==> src/rtl/sd_cmd_pkg.sv <==
// Shared types and constants for the SD command sequencer: FSM states, owner encoding,
// command indices and the APP_CMD status bit position.
package sd_cmd_pkg;
  typedef enum logic [2:0] {
    ST_IDLE, ST_ISSUE, ST_WAIT, ST_RACK, ST_CACK, ST_NEXT, ST_FINISH
  } state_e;

  typedef enum logic {
    OWN_H = 1'b0,
    OWN_D = 1'b1
  } owner_e;

  localparam logic [5:0] CMD55_INDEX = 6'd55;
  localparam logic [5:0] CMD12_INDEX = 6'd12;
  localparam int         APP_CMD_BIT = 5;
endpackage

==> src/rtl/sd_cmd_timer.sv <==
// Command watchdog: clear/enable counter that saturates and flags terminal count
// at TIMEOUT_CYCLES-1.
module sd_cmd_timer #(
  parameter int TIMEOUT_CYCLES = 4096
) (
  input  logic clock,
  input  logic reset,
  input  logic clr,
  input  logic en,
  output logic tc
);
  localparam int CW = (TIMEOUT_CYCLES > 2) ? $clog2(TIMEOUT_CYCLES) : 1;

  logic [CW-1:0] count_q, count_d;

  assign tc = (count_q == CW'(TIMEOUT_CYCLES - 1));

  always_comb begin
    count_d = count_q;
    if (clr) begin
      count_d = '0;
    end else if (en && !tc) begin
      count_d = count_q + CW'(1);
    end
  end

  always_ff @(posedge clock) begin
    if (!reset) begin
      count_q <= '0;
    end else begin
      count_q <= count_d;
    end
  end
endmodule

==> src/rtl/sd_cmd_sequencer.sv <==
// SD CMD-block front end: arbitrates host/data-engine requests, inserts CMD55 for ACMDs,
// runs the response/completion handshakes. Optional timeout retry: SD_CMD_RETRY_EN.
module sd_cmd_sequencer
  import sd_cmd_pkg::*;
#(
  parameter int TIMEOUT_CYCLES = 4096,
  parameter int RETRY_MAX      = 2
) (
  input  logic         clock,
  input  logic         reset,
  input  logic         h_req,
  input  logic [5:0]   h_index,
  input  logic [31:0]  h_arg,
  input  logic         h_app,
  input  logic         h_no_resp,
  output logic         h_done,
  output logic         h_err,
  input  logic         d_req,
  input  logic [5:0]   d_index,
  input  logic [31:0]  d_arg,
  input  logic         d_no_resp,
  output logic         d_done,
  output logic         d_err,
  input  logic [15:0]  rca,
  output logic [127:0] resp_data,
  output logic         busy,
  output logic         new_command,
  output logic [5:0]   cmd_index,
  output logic [31:0]  cmd_argument,
  output logic         timeout_enable,
  output logic         no_response,
  input  logic [127:0] response,
  input  logic         enable_response,
  output logic         ack_response,
  input  logic         command_complete,
  input  logic         enable_command_complete,
  output logic         ack_command_complete
);
  state_e         state_q, state_d;
  owner_e         owner_q, owner_d;
  logic [5:0]     cmd_index_q, cmd_index_d, real_index_q, real_index_d;
  logic [31:0]    cmd_arg_q, cmd_arg_d, real_arg_q, real_arg_d;
  logic           no_resp_q, no_resp_d, real_no_resp_q, real_no_resp_d;
  logic           app_q, app_d, app_stage_q, app_stage_d, resp_done_q, resp_done_d;
  logic [127:0]   resp_data_q, resp_data_d;
  logic           new_command_q, new_command_d, timeout_en_q, timeout_en_d;
  logic           ack_resp_q, ack_resp_d, ack_cc_q, ack_cc_d;
  logic           h_done_q, h_done_d, h_err_q, h_err_d, d_done_q, d_done_d, d_err_q, d_err_d;
  logic           go_finish, fin_err, tc, unused_ok;

`ifdef SD_CMD_RETRY_EN
  localparam int RETRY_W = 8;
  logic [RETRY_W-1:0] retry_q, retry_d;
  assign unused_ok = command_complete;
`else
  assign unused_ok = command_complete ^ (RETRY_MAX > 0);
`endif

  sd_cmd_timer #(.TIMEOUT_CYCLES(TIMEOUT_CYCLES)) u_timer (
    .clock (clock),
    .reset (reset),
    .clr   (state_q == ST_ISSUE),
    .en    (state_q == ST_WAIT || state_q == ST_RACK),
    .tc    (tc)
  );

  assign busy                 = (state_q != ST_IDLE);
  assign new_command          = new_command_q;
  assign cmd_index            = cmd_index_q;
  assign cmd_argument         = cmd_arg_q;
  assign no_response          = no_resp_q;
  assign timeout_enable       = timeout_en_q;
  assign ack_response         = ack_resp_q;
  assign ack_command_complete = ack_cc_q;
  assign resp_data            = resp_data_q;
  assign h_done               = h_done_q;
  assign h_err                = h_err_q;
  assign d_done               = d_done_q;
  assign d_err                = d_err_q;

  always_comb begin
    state_d        = state_q;
    owner_d        = owner_q;
    cmd_index_d    = cmd_index_q;
    cmd_arg_d      = cmd_arg_q;
    no_resp_d      = no_resp_q;
    real_index_d   = real_index_q;
    real_arg_d     = real_arg_q;
    real_no_resp_d = real_no_resp_q;
    app_d          = app_q;
    app_stage_d    = app_stage_q;
    resp_done_d    = resp_done_q;
    resp_data_d    = resp_data_q;
    timeout_en_d   = timeout_en_q;
    ack_resp_d     = ack_resp_q;
    ack_cc_d       = ack_cc_q;
    new_command_d  = 1'b0;
    h_done_d       = 1'b0;
    h_err_d        = 1'b0;
    d_done_d       = 1'b0;
    d_err_d        = 1'b0;
    go_finish      = 1'b0;
    fin_err        = 1'b0;
`ifdef SD_CMD_RETRY_EN
    retry_d        = retry_q;
`endif
    case (state_q)
      ST_IDLE: begin
        // Data engine has fixed priority; an ACMD starts with its CMD55 prefix.
        if (d_req) begin
          owner_d        = OWN_D;
          real_index_d   = d_index;
          real_arg_d     = d_arg;
          real_no_resp_d = d_no_resp;
          app_d          = 1'b0;
          app_stage_d    = 1'b0;
          cmd_index_d    = d_index;
          cmd_arg_d      = d_arg;
          no_resp_d      = d_no_resp;
          state_d        = ST_ISSUE;
        end else if (h_req) begin
          owner_d        = OWN_H;
          real_index_d   = h_index;
          real_arg_d     = h_arg;
          real_no_resp_d = h_no_resp;
          app_d          = h_app;
          app_stage_d    = h_app;
          cmd_index_d    = h_app ? CMD55_INDEX : h_index;
          cmd_arg_d      = h_app ? {rca, 16'h0000} : h_arg;
          no_resp_d      = h_app ? 1'b0 : h_no_resp;
          state_d        = ST_ISSUE;
        end
      end
      ST_ISSUE: begin
        new_command_d = 1'b1;
        timeout_en_d  = 1'b1;
        resp_done_d   = 1'b0;
        state_d       = ST_WAIT;
      end
      ST_WAIT: begin
        if (!no_resp_q && !resp_done_q && enable_response) begin
          resp_data_d = response;
          ack_resp_d  = 1'b1;
          state_d     = ST_RACK;
        end else if (enable_command_complete && (no_resp_q || resp_done_q)) begin
          ack_cc_d = 1'b1;
          state_d  = ST_CACK;
        end else if (tc) begin
`ifdef SD_CMD_RETRY_EN
          if (retry_q < RETRY_W'(RETRY_MAX)) begin
            retry_d = retry_q + RETRY_W'(1);
            state_d = ST_ISSUE;
            if (app_q) begin
              cmd_index_d = CMD55_INDEX;
              cmd_arg_d   = {rca, 16'h0000};
              no_resp_d   = 1'b0;
              app_stage_d = 1'b1;
            end
          end else begin
            go_finish = 1'b1;
            fin_err   = 1'b1;
          end
`else
          go_finish = 1'b1;
          fin_err   = 1'b1;
`endif
        end
      end
      ST_RACK: begin
        if (!enable_response) begin
          ack_resp_d  = 1'b0;
          resp_done_d = 1'b1;
          state_d     = ST_WAIT;
        end
      end
      ST_CACK: begin
        if (!enable_command_complete) begin
          ack_cc_d = 1'b0;
          state_d  = ST_NEXT;
        end
      end
      ST_NEXT: begin
        if (app_stage_q && resp_data_q[APP_CMD_BIT]) begin
          cmd_index_d = real_index_q;
          cmd_arg_d   = real_arg_q;
          no_resp_d   = real_no_resp_q;
          app_stage_d = 1'b0;
          state_d     = ST_ISSUE;
        end else begin
          go_finish = 1'b1;
          fin_err   = app_stage_q;
        end
      end
      ST_FINISH: state_d = ST_IDLE;
      default:   state_d = ST_IDLE;
    endcase

    // Done/err are registered on entry so they are visible during FINISH.
    if (go_finish) begin
      state_d      = ST_FINISH;
      timeout_en_d = 1'b0;
      h_done_d     = (owner_q == OWN_H);
      d_done_d     = (owner_q == OWN_D);
      h_err_d      = (owner_q == OWN_H) && fin_err;
      d_err_d      = (owner_q == OWN_D) && fin_err;
`ifdef SD_CMD_RETRY_EN
      retry_d      = '0;
`endif
    end
  end

  always_ff @(posedge clock) begin
    if (!reset) begin
      state_q        <= ST_IDLE;
      owner_q        <= OWN_H;
      cmd_index_q    <= '0;
      cmd_arg_q      <= '0;
      no_resp_q      <= 1'b0;
      real_index_q   <= '0;
      real_arg_q     <= '0;
      real_no_resp_q <= 1'b0;
      app_q          <= 1'b0;
      app_stage_q    <= 1'b0;
      resp_done_q    <= 1'b0;
      resp_data_q    <= '0;
      new_command_q  <= 1'b0;
      timeout_en_q   <= 1'b0;
      ack_resp_q     <= 1'b0;
      ack_cc_q       <= 1'b0;
      h_done_q       <= 1'b0;
      h_err_q        <= 1'b0;
      d_done_q       <= 1'b0;
      d_err_q        <= 1'b0;
`ifdef SD_CMD_RETRY_EN
      retry_q        <= '0;
`endif
    end else begin
      state_q        <= state_d;
      owner_q        <= owner_d;
      cmd_index_q    <= cmd_index_d;
      cmd_arg_q      <= cmd_arg_d;
      no_resp_q      <= no_resp_d;
      real_index_q   <= real_index_d;
      real_arg_q     <= real_arg_d;
      real_no_resp_q <= real_no_resp_d;
      app_q          <= app_d;
      app_stage_q    <= app_stage_d;
      resp_done_q    <= resp_done_d;
      resp_data_q    <= resp_data_d;
      new_command_q  <= new_command_d;
      timeout_en_q   <= timeout_en_d;
      ack_resp_q     <= ack_resp_d;
      ack_cc_q       <= ack_cc_d;
      h_done_q       <= h_done_d;
      h_err_q        <= h_err_d;
      d_done_q       <= d_done_d;
      d_err_q        <= d_err_d;
`ifdef SD_CMD_RETRY_EN
      retry_q        <= retry_d;
`endif
    end
  end
endmodule

==> config.mk <==
export PLATFORM = sky130hd
export DESIGN_NAME = sd_cmd_sequencer
export DESIGN_NICKNAME = d
export VERILOG_FILES = /design/src/rtl/sd_cmd_pkg.sv /design/src/rtl/sd_cmd_timer.sv /design/src/rtl/sd_cmd_sequencer.sv
export SDC_FILE = /design/constraint.sdc
export NUM_CORES = 1
export LEC_CHECK = 0
export BUFFER_PORTS_ARGS = -buffer_cell sky130_fd_sc_hd__clkbuf_2
export CAP_MARGIN = 20
export CORE_AREA = 2 2 158 160
export DETAILED_ROUTE_END_ITERATION = 10
export DIE_AREA = 0 0 160 162
export PLACE_DENSITY = 0.69
export SYNTH_ARGS = -nofsm -noshare
export SYNTH_HDL_FRONTEND = slang
export SYNTH_SLANG_ARGS = --single-unit
==> constraint.sdc <==
create_clock -name clock -period 5.1 [get_ports clock]
set_clock_uncertainty 0.1 [all_clocks]
set_input_delay 0.255 -clock clock [delete_from_list [all_inputs] [get_ports clock]]
set_output_delay 0.255 -clock clock [all_outputs]
set_load 0.005 [all_outputs]
# After elaboration in Yosys (flattened, before gate mapping)
# Cells that the tools add are included.
# word_totals
regBits	232
latchBits	0
ram_bits	0
mem_bits_ro	0
in_bits	230
out_inout_bits	176
memories	0
# classes
addsub	1
n_mul	0
n_div	0
order_cmp	0
eq_ne	19
shift	0
mux	52
n_bitwise	2
reduce_logical	31
# op_table
operator	count
32-bit two-way mux	6
32-bit one-hot mux with 2 select lines	1
6-bit two-way mux	6
3-bit two-way mux	8
1-bit two-way mux	22
3-bit one-hot mux with 6 select lines	1
1-bit one-hot mux with 2 select lines	7
12-bit by 1-bit adder with 12-bit output (second input constant)	1
12-bit == test (second input constant)	1
3-bit inequality test (second input constant)	4
6-bit one-hot mux with 2 select lines	1
2-bit AND reduction	5
5-bit AND reduction	2
2-bit nonzero test	5
2-bit inequality test (second input constant)	4
1-bit logical AND	7
3-bit by 2-bit == test with 1-bit output (second input constant)	2
3-bit == test (second input constant)	2
3-bit AND reduction	2
2-bit by 1-bit inequality test with 1-bit output (second input constant)	2
4-bit by 2-bit inequality test with 1-bit output (second input constant)	1
4-bit inequality test (second input constant)	1
4-bit AND reduction	1
2-bit OR reduction	2
other kinds (7)	11

# Depth between registers and ports, before layout
# logic_depth
word_depth	7
ltp_mapped	8
mapped_depth_nobuf	5

# By module
# A second synthesis with hierarchy kept.
# hier_totals
cells_unflattened	1150
hier_area_um2	10294.9
# by_module_without_submodules
mod	instances	cells_each	area_each_um2
sd_cmd_sequencer	1	1076	9676.8
sd_cmd_timer	1	74	618.1

# Worst setup path before layout
# Ideal clock, no wire load.
# synth_timing
path_kind	register to register
start	reg u_timer.count_q[0]
end	reg state_q[0]
arrival_ps	1540
required_time_ps	4869
slack_ps	3329
stages_incl_launch_ff	6
path_cell_list	dfxtp_1 ha_1 nand4_1 nor4_1 a21oi_1 nor3b_1
# synth_between
elab_chain_cells	6
# synth_lines
item	line	source
start, declared	sd_cmd_timer.sv:14	logic [CW-1:0] count_q, count_d;
start signal, assigned	sd_cmd_timer.sv:31	count_q <= count_d;
12-bit == test	sd_cmd_timer.sv:16	assign tc = (count_q == CW'(TIMEOUT_CYCLES - 1));
1-bit two-way mux	sd_cmd_sequencer.sv:148	end else if (tc) begin
1-bit two-way mux	sd_cmd_sequencer.sv:145	end else if (enable_command_complete && (no_resp_q || resp_done_q)) begin
1-bit two-way mux	sd_cmd_sequencer.sv:141	if (!no_resp_q && !resp_done_q && enable_response) begin
1-bit one-hot mux with 2 select lines	sd_cmd_sequencer.sv:107	case (state_q)
2-bit OR reduction (no line)	-	
end signal, assigned	sd_cmd_sequencer.sv:238	state_q <= state_d;
end, declared	sd_cmd_sequencer.sv:39	state_e state_q, state_d;
# Every way passes these cells.
# A chain may end at the register's enable or synchronous reset.

# Final worst setup path
# layout_timing
start	reg state_q[1]
end	reg real_arg_q[11]
# layout_between
elab_chain_cells	2
# layout_lines
item	line	source
3-bit logical NOT	sd_cmd_sequencer.sv:107	
2-bit AND reduction (no line)	-	
end signal, assigned	sd_cmd_sequencer.sv:244	real_arg_q <= real_arg_d;
end, declared	sd_cmd_sequencer.sv:42	logic [31:0] cmd_arg_q, cmd_arg_d, real_arg_q, real_arg_d;
# Every way passes these cells.

==> impl_metrics.py <==
metrics = {
    "run_status": {
        "status": "completed",
    },
    "sta": {
        "setup_violations": 0,
        "max_freq_ghz": 0.283,
        "setup_tns_ns": 0,
        "rsz0062_at_grt": "false",
        "max_slew.worst_pin.slew_ns": 1.10,
        "max-slew-margin-rel_pct": 26.7,
        "finalCriticalPeriod_ns": 3.53,
        "setup_slack_ns": 1.57,
        "drv_slew": 0,
        "hold_viol": 0,
        "post-route-period-util_pct": 69.2,
    },
    "setup_path": {
        "startpoint_type": "flip-flop",
        "r2r_slack_ns": 1.57,
        "crit_start": "state_q[1]",
        "r2r-start": "state_q[1]",
        "cpMostUsedCell": "buf_4",
        "crit_type": "flip-flop to flip-flop",
        "r2r_cells": 7,
        "slowest_delay_ns": 0.69,
        "critPathMaxFanout": 42,
        "crit_buf_inv": 3,
        "critPathRequiredTime_ns": 5.46,
        "cp_top_family": "buffers and inverters",
        "crit_chain": "buf_4 -> nor3_2 -> and2_2 -> buf_4 -> nor2_1 -> a311oi_1 -> dlygate4sd3_1",
        "rr_endpoint": "real_arg_q[11]",
        "cp_slowest_cell": "and2_2",
        "end_kind": "flip-flop",
        "worstPathArrival_ns": 3.89,
    },
    "layout": {
        "layout-drive-gt1-share_pct": 27.6,
        "area_growth_pct": 51.7,
        "fin_nets": 1992,
    },
    "logic_synthesis": {
        "synthDistinctLibCells": 57,
        "synthFlopType": "dfxtp_1",
        "async_flop_share_pct": 0,
        "syn_area_mm2": 0.00984,
        "syn_nets": 1448,
        "ys_top_cells_by_area": "dfxtp_1 (47%), nand2_1 (12%), a21oi_1 (9.2%), a311oi_1 (3.5%), nand2b_1 (2.7%)",
        "syn_inst": 1217,
        "ys_seq_elements": 232,
        "avgSynthCellArea_um2": 8.08,
        "ys_warn_count": 0,
        "synth-edff-count": 0,
        "synth_top_area_cell": "dfxtp_1",
        "seq_area_frac_synth_pct": 47.2,
        "synth_top_area_share_pct": 47.2,
    },
    "detailed_routing": {
        "antenna_left": 0,
        "drt_iter0_drc": 872,
        "drtPass1Iterations": 5,
        "viasPerCell": 5.22,
        "vias": 11000,
        "routedWlPerCell_um": 17.0,
        "totalWireLength_mm": 35.9,
        "drcViolationCount": 0,
    },
    "power": {
        "powerDensity_mw_per_mm2": 451,
        "ir_worst_vdd_v": 0.000301,
        "p_leak_nw": 6.28,
    },
    "clock_tree": {
        "clkLatencyLatePin_ns": 0.52,
        "h-tree-depth": 1,
        "cts_tree": "done",
        "numCtsBuffers": 26,
        "cts_num_sinks": 232,
        "path_clk_slew_ns": 0.06,
        "cts.root.buffer_cell": "clkbuf_16",
        "cts_buffer_depth": 3,
    },
    "global_route": {
        "grt_usage_pct": 26.6,
        "grt_first_pass_wirelength_mm": 56.5,
        "grt_pass1_vias": 11000,
        "antenna_found_initial": 4,
        "grt_max_degree": 125,
        "grt-ovfl-total": 0,
    },
    "die": {
        "fp.dieH_um": 162,
        "dieArea_mm2": 0.0259,
        "die_width_um": 160,
        "io_pins": 406,
        "start_util_pct": 40.8,
        "core_mm2": 0.0241,
        "rows": 57,
    },
    "placed_design": {
        "port_buffers": 404,
        "hpwl_mm": 21.8,
        "pre_cts_ws_ns": 2.03,
        "gp_congestion": 0.828,
    },
    "run": {
        "max_cap_violations": 0,
    },
    "hold_path": {
        "hold_class": "primary input to flip-flop",
        "min_to": "ack_command_complete",
        "worstHoldStart": "enable_command_complete",
        "hold_path_depth": 3,
    },
}
[report_power, final]
| part | switching, mW | internal (mW) | total (mW) | leakage [nW] |
|---|---|---|---|---|
| clock network | 0.766 | 1.12 | 1.89 | 0.418 |
| logic | 1.31 | 1.03 | 2.34 | 3.97 |
| registers | 0.261 | 2.23 | 2.50 | 1.89 |
[registers in the layout, summed over array words and instances, names as in the netlist]
register / cells
app_stage_q: 1
h_done: 1
resp_done_q: 1
u_timer.count_q: 12
owner_q: 1
resp_data: 128
state_q: 3
ack_response: 1
cmd_index: 6
d_done: 1
cmd_argument: 32
d_err: 1
no_response: 1
real_arg_q: 32
new_command: 1
h_err: 1
real_index_q: 6
real_no_resp_q: 1
ack_command_complete: 1
timeout_enable: 1
[repair_timing]
action	in CTS	in global routing
gates resized for setup	0	0
setup endpoints to repair	0	0
hold buffers	208	0
buffers inserted	0	0
hold endpoints to repair	168	0
[cell type report]
| type | count | area, um^2 |
|---|---|---|
| Tap cell | 324 | 405 |
| Multi-Input combinational cell | 871 | 4740 |
| Sequential cell | 232 | 4640 |
| Clock inverter | 15 | 165 |
| Clock buffer | 32 | 694 |
| Timing Repair Buffer | 625 | 4240 |
| Inverter | 5 | 23.8 |
| Antenna cell | 3 | 7.51 |
| Fill cell | 2008 | 9190 |
[cells in the mapped netlist (2+ instances only)]
cell type and number:
o311ai_0 6, a22oi_1 2, buf_2 39, o211ai_1 17, a211oi_1 24, nand2_1 307
inv_1 4, clkbuf_1 63, and3_1 2, nand2b_1 43, nor3b_1 6, o41ai_1 2
or3b_2 18, o21ai_0 41, o31ai_1 3, or3_1 5, a21oi_1 181, a31oi_1 20
a311oi_1 39, and2_1 3, or4_1 2, nor2_1 55, nor4bb_1 18, buf_4 6
nand4_1 2, and4b_1 2, dfxtp_1 232, nor3_1 3, nand3_1 22, mux2i_1 23
[per-stage QoR]
step	power, mW	hold WS, ns	instance area, um^2	utilization, %	cells
final	6.73	0.0329	14900	61.9	2107
after detailed placement	4.50	0.346	11900	49.5	1847
after global routing	7.13	0.0447	14900	61.9	2107
after CTS	6.67	0.0227	14900	61.7	2102
after global placement	4.45	0.341	11900	49.5	1847
after floorplan	3.80	0.291	9840	-	1217
[layer usage]
metal	vias to the layer above	global-route usage, %	share of wire (%)
li1	5348	-	-
met1	5051	29.8	38
met2	459	47.7	50
met3	134	6.97	7.2
met4	2	11.5	4.5
met5	-	0	0.036
[worst max path at each step]
stage | end | slack [ns] | cells after the start
floorplan | state_q[0] | 3.33 | 5
global placement | resp_data[122] | 2.06 | 5
detailed placement | resp_data[46] | 2.03 | 5
CTS | real_index_q[3] | 1.67 | 7
global route | real_arg_q[8] | 1.30 | 7
finish | real_arg_q[11] | 1.57 | 7
[worst min-delay path, delay by kind of cell]
kind / cells / cell delay (ns)
AO/OA/AOI/OAI: 2 / 0.25
buffers and inverters: 1 / 0.10
[logic make-up after synthesis]
logic type / synth area share, %
buf+inv: 5.07
mux: 2.34
xor+xnor: 0.0890
simple gates: 24.0
fa+ha+maj: 0.127
flops: 47.2
compound gates: 21.2
[cell usage in the layout (no fill, tap or decap), types with 3 or more instances in the layout]
master,Yosys,layout
a211oi_1,24,24
a21oi_1,181,180
a311oi_1,39,39
a31oi_1,20,20
buf_12,0,3
buf_4,6,11
bufinv_16,0,3
clkbuf_1,63,5
clkbuf_16,0,27
clkbuf_2,0,403
clkinv_2,0,7
clkinvlp_4,0,3
dfxtp_1,232,232
diode_2,0,3
dlygate4sd3_1,0,208
inv_1,4,4
mux2i_1,23,23
nand2_1,307,307
nand2b_1,43,43
nand3_1,22,21
nor2_1,55,54
nor3_1,3,3
nor3b_1,6,6
nor4bb_1,18,18
o211ai_1,17,17
o21ai_0,41,41
o311ai_0,6,6
o31ai_1,3,3
or3_1,5,5
or3b_2,18,18
(Power assumes the default switching activity.)
